## src/rtl/wash_pkg.sv

```systemverilog
// Shared types for the wash cycle controller: phase/mode encodings, the
// seconds counter width and the per-mode program configuration.
package wash_pkg;

    localparam int SEC_W = 10;

    typedef logic [SEC_W-1:0] sec_t;

    typedef enum logic [2:0] {
        PH_IDLE  = 3'd0,
        PH_FILL  = 3'd1,
        PH_WASH  = 3'd2,
        PH_DRAIN = 3'd3,
        PH_RINSE = 3'd4,
        PH_SPIN  = 3'd5,
        PH_DONE  = 3'd6
    } phase_t;

    typedef enum logic [1:0] {
        MODE_QUICK  = 2'd0,
        MODE_NORMAL = 2'd1,
        MODE_HEAVY  = 2'd2,
        MODE_SPIN   = 2'd3
    } mode_t;

    typedef struct packed {
        sec_t       wash_len;
        logic [1:0] rinses;
    } prog_cfg_t;

    // Quick mode halves the wash but never below one second.
    function automatic prog_cfg_t prog_cfg(input mode_t m, input sec_t wash_s);
        prog_cfg_t c;
        c.wash_len = wash_s;
        c.rinses   = 2'd2;
        case (m)
            MODE_QUICK: begin
                c.wash_len = (wash_s > sec_t'(1)) ? (wash_s >> 1) : sec_t'(1);
                c.rinses   = 2'd1;
            end
            MODE_NORMAL: begin
                c.wash_len = wash_s;
                c.rinses   = 2'd2;
            end
            MODE_HEAVY: begin
                c.wash_len = wash_s << 1;
                c.rinses   = 2'd3;
            end
            MODE_SPIN: begin
                c.wash_len = wash_s;
                c.rinses   = 2'd0;
            end
            default: begin
                c.wash_len = wash_s;
                c.rinses   = 2'd0;
            end
        endcase
        return c;
    endfunction

endpackage

```

## src/rtl/wash_cycle_controller_if.sv

```systemverilog
// Control/status bundle between the wash controller and its surroundings
// (divider tick, front-panel inputs, actuator and display outputs).
interface wash_cycle_controller_if;
    import wash_pkg::*;

    logic       tick_1hz;
    logic       start;
    logic       pause;
    logic [1:0] mode;
    logic       lid_open;

    logic [2:0] phase;
    sec_t       sec_left;
    logic       paused;
    logic       valve_on;
    logic       motor_on;
    logic       motor_dir;
    logic       pump_on;
    logic       done;
    logic       alarm;

    modport master (
        output tick_1hz, start, pause, mode, lid_open,
        input  phase, sec_left, paused, valve_on, motor_on, motor_dir,
               pump_on, done, alarm
    );

    modport slave (
        input  tick_1hz, start, pause, mode, lid_open,
        output phase, sec_left, paused, valve_on, motor_on, motor_dir,
               pump_on, done, alarm
    );

endinterface

```

## src/rtl/wash_edge_detect.sv

```systemverilog
// Registered rising-edge detector: edge_out pulses for one cycle in the
// cycle after sig_in is first sampled high.
module wash_edge_detect (
    input  logic clk,
    input  logic rst,
    input  logic sig_in,
    output logic edge_out
);

    logic prev_q, prev_d;
    logic edge_q, edge_d;

    // Next history and edge pulse.
    always_comb begin
        prev_d = sig_in;
        edge_d = sig_in & ~prev_q;
    end

    // History and edge registers.
    always_ff @(posedge clk or posedge rst) begin
        if (rst) begin
            prev_q <= 1'b0;
            edge_q <= 1'b0;
        end else begin
            prev_q <= prev_d;
            edge_q <= edge_d;
        end
    end

    assign edge_out = edge_q;

endmodule

```

## src/rtl/wash_cycle_controller.sv

```systemverilog
// Wash program sequencer (FILL/WASH/DRAIN/RINSE/SPIN/DONE) counting 1 Hz ticks.
// Optional lid interlock is enabled by defining WASH_LID_LOCK_EN.
module wash_cycle_controller #(
    parameter int FILL_S  = 10,
    parameter int WASH_S  = 30,
    parameter int DRAIN_S = 8,
    parameter int RINSE_S = 12,
    parameter int SPIN_S  = 15,
    parameter int DIR_S   = 4,
    parameter int ALARM_S = 3
) (
    input logic                   clk,
    input logic                   rst,
    wash_cycle_controller_if.slave bus
);
    import wash_pkg::*;

    localparam sec_t FILL_LEN  = sec_t'(FILL_S);
    localparam sec_t WASH_LEN  = sec_t'(WASH_S);
    localparam sec_t DRAIN_LEN = sec_t'(DRAIN_S);
    localparam sec_t RINSE_LEN = sec_t'(RINSE_S);
    localparam sec_t SPIN_LEN  = sec_t'(SPIN_S);
    localparam sec_t DIR_LEN   = sec_t'(DIR_S);
    localparam sec_t ALARM_LEN = sec_t'(ALARM_S);

    logic start_edge_s, pause_edge_s;
    logic running_s, start_ok_s, pause_hit_s, tick_ok_s, lid_force_s, run_d;
    prog_cfg_t start_cfg_s;

    phase_t     phase_q, phase_d;
    sec_t       sec_q, sec_d;
    sec_t       wash_len_q, wash_len_d;
    logic [1:0] rinse_q, rinse_d;
    sec_t       dir_cnt_q, dir_cnt_d;
    logic       dir_q, dir_d;
    logic       paused_q, paused_d;
    sec_t       alarm_cnt_q, alarm_cnt_d;
    logic       valve_q, valve_d;
    logic       motor_q, motor_d;
    logic       mdir_q, mdir_d;
    logic       pump_q, pump_d;
    logic       done_q, done_d;
    logic       alarm_q, alarm_d;

    wash_edge_detect u_start_edge (.clk(clk), .rst(rst), .sig_in(bus.start), .edge_out(start_edge_s));
    wash_edge_detect u_pause_edge (.clk(clk), .rst(rst), .sig_in(bus.pause), .edge_out(pause_edge_s));

    assign running_s = (phase_q != PH_IDLE) && (phase_q != PH_DONE);

`ifdef WASH_LID_LOCK_EN
    assign lid_force_s = running_s && bus.lid_open;
    assign start_ok_s  = start_edge_s && !running_s && !bus.lid_open;
`else
    logic lid_unused_s;
    assign lid_unused_s = bus.lid_open;
    assign lid_force_s  = 1'b0;
    assign start_ok_s   = start_edge_s && !running_s;
`endif

    // A pause edge always wins over a coincident tick, which is then dropped.
    assign pause_hit_s = running_s && pause_edge_s;
    assign tick_ok_s   = running_s && bus.tick_1hz && !paused_q && !pause_edge_s;
    assign start_cfg_s = prog_cfg(mode_t'(bus.mode), WASH_LEN);

    // Next-state sequencing and registered actuator decode.
    always_comb begin
        phase_d     = phase_q;
        sec_d       = sec_q;
        wash_len_d  = wash_len_q;
        rinse_d     = rinse_q;
        dir_cnt_d   = dir_cnt_q;
        dir_d       = dir_q;
        paused_d    = paused_q | lid_force_s;
        alarm_cnt_d = alarm_cnt_q;

        if (start_ok_s) begin
            wash_len_d  = start_cfg_s.wash_len;
            rinse_d     = start_cfg_s.rinses;
            paused_d    = 1'b0;
            dir_cnt_d   = sec_t'(0);
            dir_d       = 1'b0;
            alarm_cnt_d = sec_t'(0);
            if (mode_t'(bus.mode) == MODE_SPIN) begin
                phase_d = PH_DRAIN;
                sec_d   = DRAIN_LEN;
            end else begin
                phase_d = PH_FILL;
                sec_d   = FILL_LEN;
            end
        end else if (pause_hit_s) begin
            paused_d = lid_force_s | ~paused_q;
        end else if (tick_ok_s) begin
            if (sec_q > sec_t'(1)) begin
                sec_d = sec_q - sec_t'(1);
                if ((phase_q == PH_WASH) || (phase_q == PH_RINSE)) begin
                    if (dir_cnt_q == DIR_LEN - sec_t'(1)) begin
                        dir_cnt_d = sec_t'(0);
                        dir_d     = ~dir_q;
                    end else begin
                        dir_cnt_d = dir_cnt_q + sec_t'(1);
                    end
                end else begin
                    dir_cnt_d = dir_cnt_q;
                end
            end else begin
                dir_cnt_d = sec_t'(0);
                dir_d     = 1'b0;
                case (phase_q)
                    PH_FILL: begin
                        phase_d = PH_WASH;
                        sec_d   = wash_len_q;
                    end
                    PH_WASH, PH_RINSE: begin
                        phase_d = PH_DRAIN;
                        sec_d   = DRAIN_LEN;
                    end
                    PH_DRAIN: begin
                        if (rinse_q == 2'd0) begin
                            phase_d = PH_SPIN;
                            sec_d   = SPIN_LEN;
                        end else begin
                            phase_d = PH_RINSE;
                            sec_d   = RINSE_LEN;
                            rinse_d = rinse_q - 2'd1;
                        end
                    end
                    PH_SPIN: begin
                        phase_d     = PH_DONE;
                        sec_d       = sec_t'(0);
                        paused_d    = 1'b0;
                        alarm_cnt_d = ALARM_LEN;
                    end
                    default: begin
                        phase_d = PH_IDLE;
                        sec_d   = sec_t'(0);
                    end
                endcase
            end
        end else if ((phase_q == PH_DONE) && bus.tick_1hz) begin
            if (alarm_cnt_q != sec_t'(0)) begin
                alarm_cnt_d = alarm_cnt_q - sec_t'(1);
            end else begin
                alarm_cnt_d = alarm_cnt_q;
            end
        end else begin
            phase_d = phase_q;
        end

        run_d   = (phase_d != PH_IDLE) && (phase_d != PH_DONE) && !paused_d;
        valve_d = 1'b0;
        motor_d = 1'b0;
        mdir_d  = 1'b0;
        pump_d  = 1'b0;
        case (phase_d)
            PH_FILL: valve_d = run_d;
            PH_WASH, PH_RINSE: begin
                motor_d = run_d;
                mdir_d  = run_d & dir_d;
            end
            PH_DRAIN: pump_d = run_d;
            PH_SPIN: begin
                motor_d = run_d;
                pump_d  = run_d;
            end
            default: valve_d = 1'b0;
        endcase
        done_d  = (phase_d == PH_DONE);
        alarm_d = (phase_d == PH_DONE) && (alarm_cnt_d != sec_t'(0));
    end

    // State and output registers.
    always_ff @(posedge clk or posedge rst) begin
        if (rst) begin
            phase_q     <= PH_IDLE;
            sec_q       <= sec_t'(0);
            wash_len_q  <= sec_t'(0);
            rinse_q     <= 2'd0;
            dir_cnt_q   <= sec_t'(0);
            dir_q       <= 1'b0;
            paused_q    <= 1'b0;
            alarm_cnt_q <= sec_t'(0);
            valve_q     <= 1'b0;
            motor_q     <= 1'b0;
            mdir_q      <= 1'b0;
            pump_q      <= 1'b0;
            done_q      <= 1'b0;
            alarm_q     <= 1'b0;
        end else begin
            phase_q     <= phase_d;
            sec_q       <= sec_d;
            wash_len_q  <= wash_len_d;
            rinse_q     <= rinse_d;
            dir_cnt_q   <= dir_cnt_d;
            dir_q       <= dir_d;
            paused_q    <= paused_d;
            alarm_cnt_q <= alarm_cnt_d;
            valve_q     <= valve_d;
            motor_q     <= motor_d;
            mdir_q      <= mdir_d;
            pump_q      <= pump_d;
            done_q      <= done_d;
            alarm_q     <= alarm_d;
        end
    end

    assign bus.phase     = phase_q;
    assign bus.sec_left  = sec_q;
    assign bus.paused    = paused_q;
    assign bus.valve_on  = valve_q;
    assign bus.motor_on  = motor_q;
    assign bus.motor_dir = mdir_q;
    assign bus.pump_on   = pump_q;
    assign bus.done      = done_q;
    assign bus.alarm     = alarm_q;

endmodule
```

## src/flat_wrapper.sv

```systemverilog
// flat-port wrapper written by rule: the top's interface ports become plain ports
module wash_cycle_controller_flat import wash_pkg::*;
#(
    parameter int FILL_S  = 10,
    parameter int WASH_S  = 30,
    parameter int DRAIN_S = 8,
    parameter int RINSE_S = 12,
    parameter int SPIN_S  = 15,
    parameter int DIR_S   = 4,
    parameter int ALARM_S = 3
)
  (clk, rst, bus_tick_1hz, bus_start, bus_pause, bus_mode, bus_lid_open, bus_phase, bus_sec_left, bus_paused, bus_valve_on, bus_motor_on, bus_motor_dir, bus_pump_on, bus_done, bus_alarm);
  wash_cycle_controller_if bus_i ();
  input logic clk;
  input logic rst;
  input wire logic [$bits(bus_i.tick_1hz)-1:0] bus_tick_1hz;
  input wire logic [$bits(bus_i.start)-1:0] bus_start;
  input wire logic [$bits(bus_i.pause)-1:0] bus_pause;
  input wire logic [$bits(bus_i.mode)-1:0] bus_mode;
  input wire logic [$bits(bus_i.lid_open)-1:0] bus_lid_open;
  output wire logic [$bits(bus_i.phase)-1:0] bus_phase;
  output wire logic [$bits(bus_i.sec_left)-1:0] bus_sec_left;
  output wire logic [$bits(bus_i.paused)-1:0] bus_paused;
  output wire logic [$bits(bus_i.valve_on)-1:0] bus_valve_on;
  output wire logic [$bits(bus_i.motor_on)-1:0] bus_motor_on;
  output wire logic [$bits(bus_i.motor_dir)-1:0] bus_motor_dir;
  output wire logic [$bits(bus_i.pump_on)-1:0] bus_pump_on;
  output wire logic [$bits(bus_i.done)-1:0] bus_done;
  output wire logic [$bits(bus_i.alarm)-1:0] bus_alarm;
  assign bus_i.tick_1hz = bus_tick_1hz;
  assign bus_i.start = bus_start;
  assign bus_i.pause = bus_pause;
  assign bus_i.mode = bus_mode;
  assign bus_i.lid_open = bus_lid_open;
  assign bus_phase = bus_i.phase;
  assign bus_sec_left = bus_i.sec_left;
  assign bus_paused = bus_i.paused;
  assign bus_valve_on = bus_i.valve_on;
  assign bus_motor_on = bus_i.motor_on;
  assign bus_motor_dir = bus_i.motor_dir;
  assign bus_pump_on = bus_i.pump_on;
  assign bus_done = bus_i.done;
  assign bus_alarm = bus_i.alarm;
  wash_cycle_controller #(.FILL_S(FILL_S), .WASH_S(WASH_S), .DRAIN_S(DRAIN_S), .RINSE_S(RINSE_S), .SPIN_S(SPIN_S), .DIR_S(DIR_S), .ALARM_S(ALARM_S)) u_core (.clk(clk), .rst(rst), .bus(bus_i));
endmodule
```

## config.mk

```make
export PLATFORM = sky130hd
export DESIGN_NAME = wash_cycle_controller_flat
export DESIGN_NICKNAME = d
export VERILOG_FILES = /design/src/rtl/wash_pkg.sv /design/src/rtl/wash_cycle_controller_if.sv /design/src/rtl/wash_edge_detect.sv /design/src/rtl/wash_cycle_controller.sv /design/src/flat_wrapper.sv
export SDC_FILE = /design/constraint.sdc
export NUM_CORES = 1
export LEC_CHECK = 0
export CORE_ASPECT_RATIO = 1.4
export CORE_MARGIN = 2
export CORE_UTILIZATION = 40
export CTS_CLUSTER_DIAMETER = 100
export DETAILED_ROUTE_END_ITERATION = 8
export HOLD_SLACK_MARGIN = 0.12
export PLACE_DENSITY = 0.66
export SLEW_MARGIN = 20
export SYNTH_ARGS = -nofsm -noshare
export SYNTH_HDL_FRONTEND = slang
export SYNTH_SLANG_ARGS = --single-unit
```

## constraint.sdc

```tcl
create_clock -name clk -period 3.6 [get_ports clk]
set_input_delay 0.54 -clock clk [delete_from_list [all_inputs] [get_ports clk]]
set_output_delay 0.54 -clock clk [all_outputs]
set_load 0.03 [all_outputs]
```

==> results of run 1 <==
[cells in the mapped netlist, drive strengths merged (2+ instances only)]
master	instances
xnor2	3
nor2b	3
dfrtp	52
nand4	2
a31oi	9
mux2i	3
a211oi	3
or3b	2
mux2	2
nor4	6
clkbuf	7
buf	7
or3	5
nand2	24
nand2b	9
and2	3
or4	6
o21ai	40
inv	19
nand3	13
o211ai	2
nand3b	3
nor3b	2
ha	9
a21oi	21
nor3	19
o31ai	3
and4	3
a211o	2
nand4b	3
nor2	33
and3	6
or2	4
o21a	2
nor4b	2
[flip-flops by register name, summed over array words and instances, names as in the netlist]
register / cells
u_core.alarm_cnt_q: 10
u_core.bus.alarm: 1
u_core.bus.done: 1
u_core.bus.motor_dir: 1
u_core.bus.motor_on: 1
u_core.bus.paused: 1
u_core.bus.phase: 3
u_core.bus.pump_on: 1
u_core.bus.sec_left: 10
u_core.bus.valve_on: 1
u_core.dir_cnt_q: 10
u_core.dir_q: 1
u_core.rinse_q: 2
u_core.u_pause_edge.edge_out: 1
u_core.u_pause_edge.prev_q: 1
u_core.u_start_edge.edge_out: 1
u_core.u_start_edge.prev_q: 1
u_core.wash_len_q: 5
[logic make-up after synthesis]
| family | Yosys count |
|---|---|
| xor gates and xnor gates | 4 |
| and+or+nand+nor | 148 |
| muxes | 5 |
| AOI/OAI and AO/OA | 89 |
| DFF | 52 |
| buffers and inverters | 33 |
| adders and majority gates | 9 |
[routing by layer]
metal / track usage, % / vias up
met3: 2.44 / 8
met4: 6.38 / 0
met2: 30.7 / 41
met1: 20.1 / 1218
met5: 0 / -
li1: - / 1271
[worst max path at each step]
stage	end	slack [ps]	cells past startpoint
global route	u_core.dir_cnt_q[3]	600	6
detailed placement	u_core.dir_cnt_q[3]	550	7
finish	u_core.dir_cnt_q[3]	860	7
CTS	u_core.dir_cnt_q[4]	830	6
floorplan	u_core.dir_cnt_q[3]	1210	9
global placement	u_core.dir_cnt_q[3]	610	7
[cells in the final DEF, fill, tap and decap left out, types with 5 or more instances in the layout]
cell / netlist / routed
dfrtp_1: 52 / 52
or3_1: 5 / 5
nand2b_1: 9 / 9
ha_1: 9 / 9
o21ai_0: 37 / 37
nor4_1: 5 / 5
or4_1: 6 / 6
nor2_1: 33 / 33
clkbuf_8: 0 / 5
a31oi_1: 9 / 9
and3_1: 6 / 6
clkdlybuf4s50_1: 0 / 26
nor3_1: 17 / 17
nand3_1: 13 / 13
nand2_1: 24 / 24
inv_1: 18 / 17
a21oi_1: 21 / 21
[layout make-up]
| cell class | count | area (um2) | area share [%] |
|---|---|---|---|
| timing repair buffer | 29 | 283 | 8.19 |
| clock inverter | 3 | 23.8 | 0.689 |
| tap | 97 | 121 | 3.52 |
| clock buffer | 5 | 68.8 | 1.99 |
| sequential | 52 | 1300 | 37.7 |
| inverter | 19 | 72.6 | 2.10 |
| multi-input combinational | 255 | 1580 | 45.8 |
[worst max-delay path: stages]
cell and delay (ps):
clkdlybuf4s50_1 540, nor4b_1 340, and4_1 330, mux2i_1 310, or2_1 450, or3b_1 410, nand2_1 80
[through the flow]
step           total power [W]  setup WS, ps  util, %  instances  area, um2
5_1_grt                0.00283           603     46.9        460       3450
6_report               0.00262           857     46.9        460       3450
3_3_place_gp           0.00228           614     45.6        452       3360
2_1_floorplan          0.00192          1210        -        340       3030
4_1_cts                0.00264           832     46.9        460       3450
3_5_place_dp           0.00230           554     45.6        452       3360
[power groups by stage]
stage / Clock (W) / Sequential (W) / Combinational [W]
after floorplan: 0 / 0.00106 / 0.000856
after detailed placement: 0 / 0.00101 / 0.00128
after CTS: 0.000355 / 0.00100 / 0.00129
after global placement: 0 / 0.00101 / 0.00127
after global routing: 0.000374 / 0.00103 / 0.00143
final: 0.000340 / 0.00100 / 0.00128
==> impl_metrics.tcl, run 1 <==
set metrics [dict create \
    rows 37 \
    ys_warn_count 0 \
    antenna_left 0 \
    end_kind "flop" \
    hold_slack_ps 386 \
    yosys.area.top_type "dfrtp_1" \
    rr_startpoint "u_core.bus.phase[2]" \
    drt-met1-wl_mm 2.83 \
    fin_crit_ps 2740 \
    clockBufferDepth 2 \
    grt_usage_pct 16.9 \
    die_width_um 77.5 \
    synth-seq-cells 52 \
    cts_root_buf "clkbuf_8" \
    worstSetupStartpointType "input pin" \
    setup_viol 0 \
    gp_congestion 0.901 \
    drt-total-wl_mm 6.62 \
    postCtsSetupRepairBufs 0 \
    antenna_found_initial 0 \
    comb_power_share_pct 48.8 \
    num_vias 2538 \
    numCtsBuffers 5 \
    worstMarginPinSlew_ps 853 \
    clock_latency_ps 310 \
    final_hold_viol_count 0 \
    fp.dieH_um 107 \
    maxSlewViolCount 0 \
    cts_resized 0 \
    clock_skew_ps 13.9 \
    min-delay-start "u_core.u_start_edge.prev_q" \
    synth_flop_cell "dfrtp_1" \
    yosysSeqAreaShare_pct 43.0 \
    pwr-share-clk_pct 13.0 \
    cp_max_fo 12 \
    cts_hold_buf 0 \
    fillCellCount 704 \
    outcome "completed" \
    switching_share_pct 45.8 \
    syn_inst 340 \
    synth_top_family_by_area "simple AND/OR/NAND/NOR gates" \
    worstHoldPathType "flop to flop" \
    critPathLaunch "bus_tick_1hz" \
    grt_max_degree 53 \
    clk_pin_slew_ps 100 \
    r2r_cells 6 \
    drc 0 \
    met3_wirelength_um 202 \
    synth_cell_types 55 \
    coreArea_mm2 0.00736 \
    r2r_slack_ps 870 \
    worstPathRequired_ps 3850 \
    drv_cap 0 \
    synth_xor_area_share_pct 1.40 \
    synth_fa_ha_area_share_pct 3.72 \
    synth_edf_count 0 \
    synth.top_cell.area_share_pct 43.0 \
    htreeDepth 2 \
    syn_nets 357 \
    cts_tree "built" \
    synthTopCellsByArea "dfrtp_1 43%, o21ai_0 6.1%, nor2_1 4.1%, ha_1 3.7%, a21oi_1 3.5%" \
    grt_pass1_wl_mm 11.4 \
    muxShareOfSynthArea_pct 1.73 \
    drtPass1Iterations 4 \
    antennaDiodeCount 0 \
    holdPathEnd "u_core.u_start_edge.edge_out" \
    post-route-period-util_pct 76.2 \
    power_density_mw_per_mm2 760 \
    synth_compound_area_share_pct 17.8 \
    path_class "input pin to flop" \
    timing.fmax_ghz 0.365 \
    hold_depth 1 \
    syn_area_per_cell_um2 8.91 \
    p_seq_share_pct 38.2 \
    dp_hpwl_mm 4.84 \
    wl_met2_mm 3.49 \
    drive_gt1_share_pct 6.61 \
    p_leak_nw 1.45 \
    drt-initial-drc-count 104 \
    ir_drop_mv 0.294 \
    cp.arrival_ps 3000 \
    async_reset_ff_share_pct 100 \
    syn_area_mm2 0.00303 \
    yosys.area_share.simple_pct 27.5 \
    wire_per_inst_um 14.4 \
    routed_via_density 5.52 \
    ioPinCount 28 \
    initial_core_util_pct 41.2 \
    reg2reg_to "u_core.dir_cnt_q[3]" \
    overflow 0 \
    top_layer_used "met4" \
    rsz0062_at_grt "false" \
    cts_sinks 52 \
    nets 379 \
    p_switching_w 0.00120 \
    p_int_w 0.00142 \
    slew_headroom_pct 41.5 \
    grt_pass1_vias 2467 \
    area_growth_pct 14.0 \
    io_buffers 26 \
    die-area_mm2 0.00829 \
    fin_tns_setup_ps 0 \
]
(Power assumes the default switching activity.)
==> run 2, diff against run 1 <==
==> constraint.sdc (replaced) <==
create_clock -name clk -period 2.6 [get_ports clk]
set_input_delay 0.39 -clock clk [delete_from_list [all_inputs] [get_ports clk]]
set_output_delay 0.39 -clock clk [all_outputs]
set_load 0.03 [all_outputs]
==> run 2 against run 1 <==
- power rose by 46%
- clock power rose by 67%
- via count rose by 2.5%
- die area did not move
- first-iteration DRC count rose by 81%
- clock skew fell by 7.5 ps
- count of clock-buffer cells in the layout did not move
- setup slack got worse by 600 ps
- critical path depth rose by 1
- final cell count rose by 3.3%
- largest cell class unchanged
- global-route usage rose by 0.66 points
==> impl_metrics.tcl, run 2 (synthesis gave the netlist of run 1 again) <==
set metrics [dict create \
    gp_congestion 0.910 \
    setup_viol 0 \
    final_common_cell "dfrtp_1" \
    antennaDiodeCount 0 \
    die-area_mm2 0.00829 \
    antenna_found_initial 0 \
    cp_max_fo 7 \
    placed_cells 467 \
    top_usage_layer "met2" \
    hold_slack_ps 395 \
    drtPass1Iterations 4 \
    finalPower_w 0.00383 \
    overflow 0 \
    routed_via_density 5.48 \
    slew_headroom_pct 66.2 \
    cts_hold_buf 0 \
    post-route-period-util_pct 90.0 \
    register_area_mm2 0.00130 \
    end_kind "flop" \
    crit_family "compound AO/OA/AOI/OAI gates" \
    coreArea_mm2 0.00736 \
    worstMarginPinSlew_ps 507 \
    worstHoldPathType "flop to flop" \
    io_buffers 26 \
    worstPathBufferInverterCount 1 \
    htreeDepth 2 \
    drt-total-wl_mm 6.78 \
    grt_usage_pct 17.6 \
    path_class "flop to flop" \
    fin_crit_ps 2340 \
    numCtsBuffers 5 \
    die_width_um 77.5 \
    nets 394 \
    worstPathRequired_ps 2840 \
    clk_pin_slew_ps 100 \
    outcome "completed" \
    grt_max_degree 30 \
    met2_usage_pct 32.7 \
    grtUsageMet3_pct 2.36 \
    cts_tree "built" \
    num_vias 2601 \
    cts_root_buf "clkbuf_8" \
    rsz0062_at_grt "false" \
    fin_tns_setup_ps 0 \
    fin_cells 475 \
    met1_usage_pct 20.3 \
    cts_resized 0 \
    cts_sinks 52 \
    crit_path_top_delay_cell "dfrtp_1" \
    final_hold_viol_count 0 \
    maxSlewViolCount 0 \
    power_density_mw_per_mm2 1060 \
    postLayoutCoreUtil_pct 48.9 \
    clockBufferDepth 2 \
    grt_pass1_wl_mm 11.8 \
    postCtsSetupRepairBufs 0 \
    cpPeakStageDelay_ps 450 \
    wire_per_inst_um 14.3 \
    layout_common_cells "52 x dfrtp_1, 37 x o21ai_0, 33 x nor2_1" \
    timing.fmax_ghz 0.427 \
    drive_gt1_share_pct 10.3 \
    drc 0 \
    antenna_left 0 \
    drt-initial-drc-count 188 \
    ir_drop_mv 0.459 \
    initial_core_util_pct 41.2 \
    cp.arrival_ps 2580 \
    drv_cap 0 \
    area_growth_pct 18.8 \
    ioPinCount 28 \
    clock_latency_ps 310 \
    p_leak_nw 1.54 \
    clock_skew_ps 6.46 \
    worstSetupStartpointType "flop" \
    dp_hpwl_mm 5.16 \
    grt_pass1_vias 2586 \
    fillCellCount 702 \
    rows 37 \
    multi_input_area_mm2 0.00158 \
    fp.dieH_um 107 \
    crit_chain "inv_1 -> ha_1 -> or2_1 -> and4_1 -> a31o_4 -> a211oi_4 -> nand3_1 -> a31oi_1" \
]
run 2: metal layers:
metal / wire length (um) / vias to the layer above
met5: 0 / -
met4: 153 / 0
met3: 143 / 11
met2: 3680 / 39
met1: 2810 / 1248
li1: - / 1303
run 2: path summary, 6_finish.rpt:
kind / startpoint / end / slack [ps] / cells past startpoint
min in group asynchronous: rst / u_core.dir_cnt_q[5] / 420 / 2
setup / recovery: u_core.bus.sec_left[0] / u_core.bus.alarm / 260 / 8
max in group asynchronous: rst / u_core.alarm_cnt_q[6] / 1640 / 3
hold reg to reg: u_core.u_start_edge.prev_q / u_core.u_start_edge.edge_out / 400 / 1
hold / removal: u_core.u_start_edge.prev_q / u_core.u_start_edge.edge_out / 400 / 1
setup reg to reg: u_core.bus.sec_left[0] / u_core.bus.alarm / 260 / 8
run 2: metrics by stage:
stage | area [um2] | setup WS (ps)
floorplan | 3030 | 213
finish | 3600 | 261
global placement | 3480 | 94.1
global route | 3600 | 84.9
detailed placement | 3480 | 28.8
CTS | 3600 | 271
run 2: worst reg2reg max path: stages, from the launching register on:
cell and delay (ps):
dfrtp_1 450, inv_1 80, ha_1 220, or2_1 300, and4_1 260, a31o_4 250, a211oi_4 380, nand3_1 180
a31oi_1 160
run 2: power by group:
| part | switching, W | total, W | internal (W) | leakage [nW] |
|---|---|---|---|---|
| combinational | 0.00111 | 0.00191 | 0.000802 | 0.825 |
| clock | 0.000278 | 0.000568 | 0.000290 | 0.0548 |
| sequential | 0.000296 | 0.00135 | 0.00105 | 0.663 |
| total | 0.00168 | 0.00383 | 0.00215 | 1.54 |
run 2: final cells by class:
type                            count  area share (%)
Multi-Input combinational cell    255            44.0
Sequential cell                    52            36.2
Timing Repair Buffer               44            11.3
Tap cell                           97            3.37
Inverter                           19            1.98
Clock buffer                        5            1.91
Clock inverter                      3            1.29
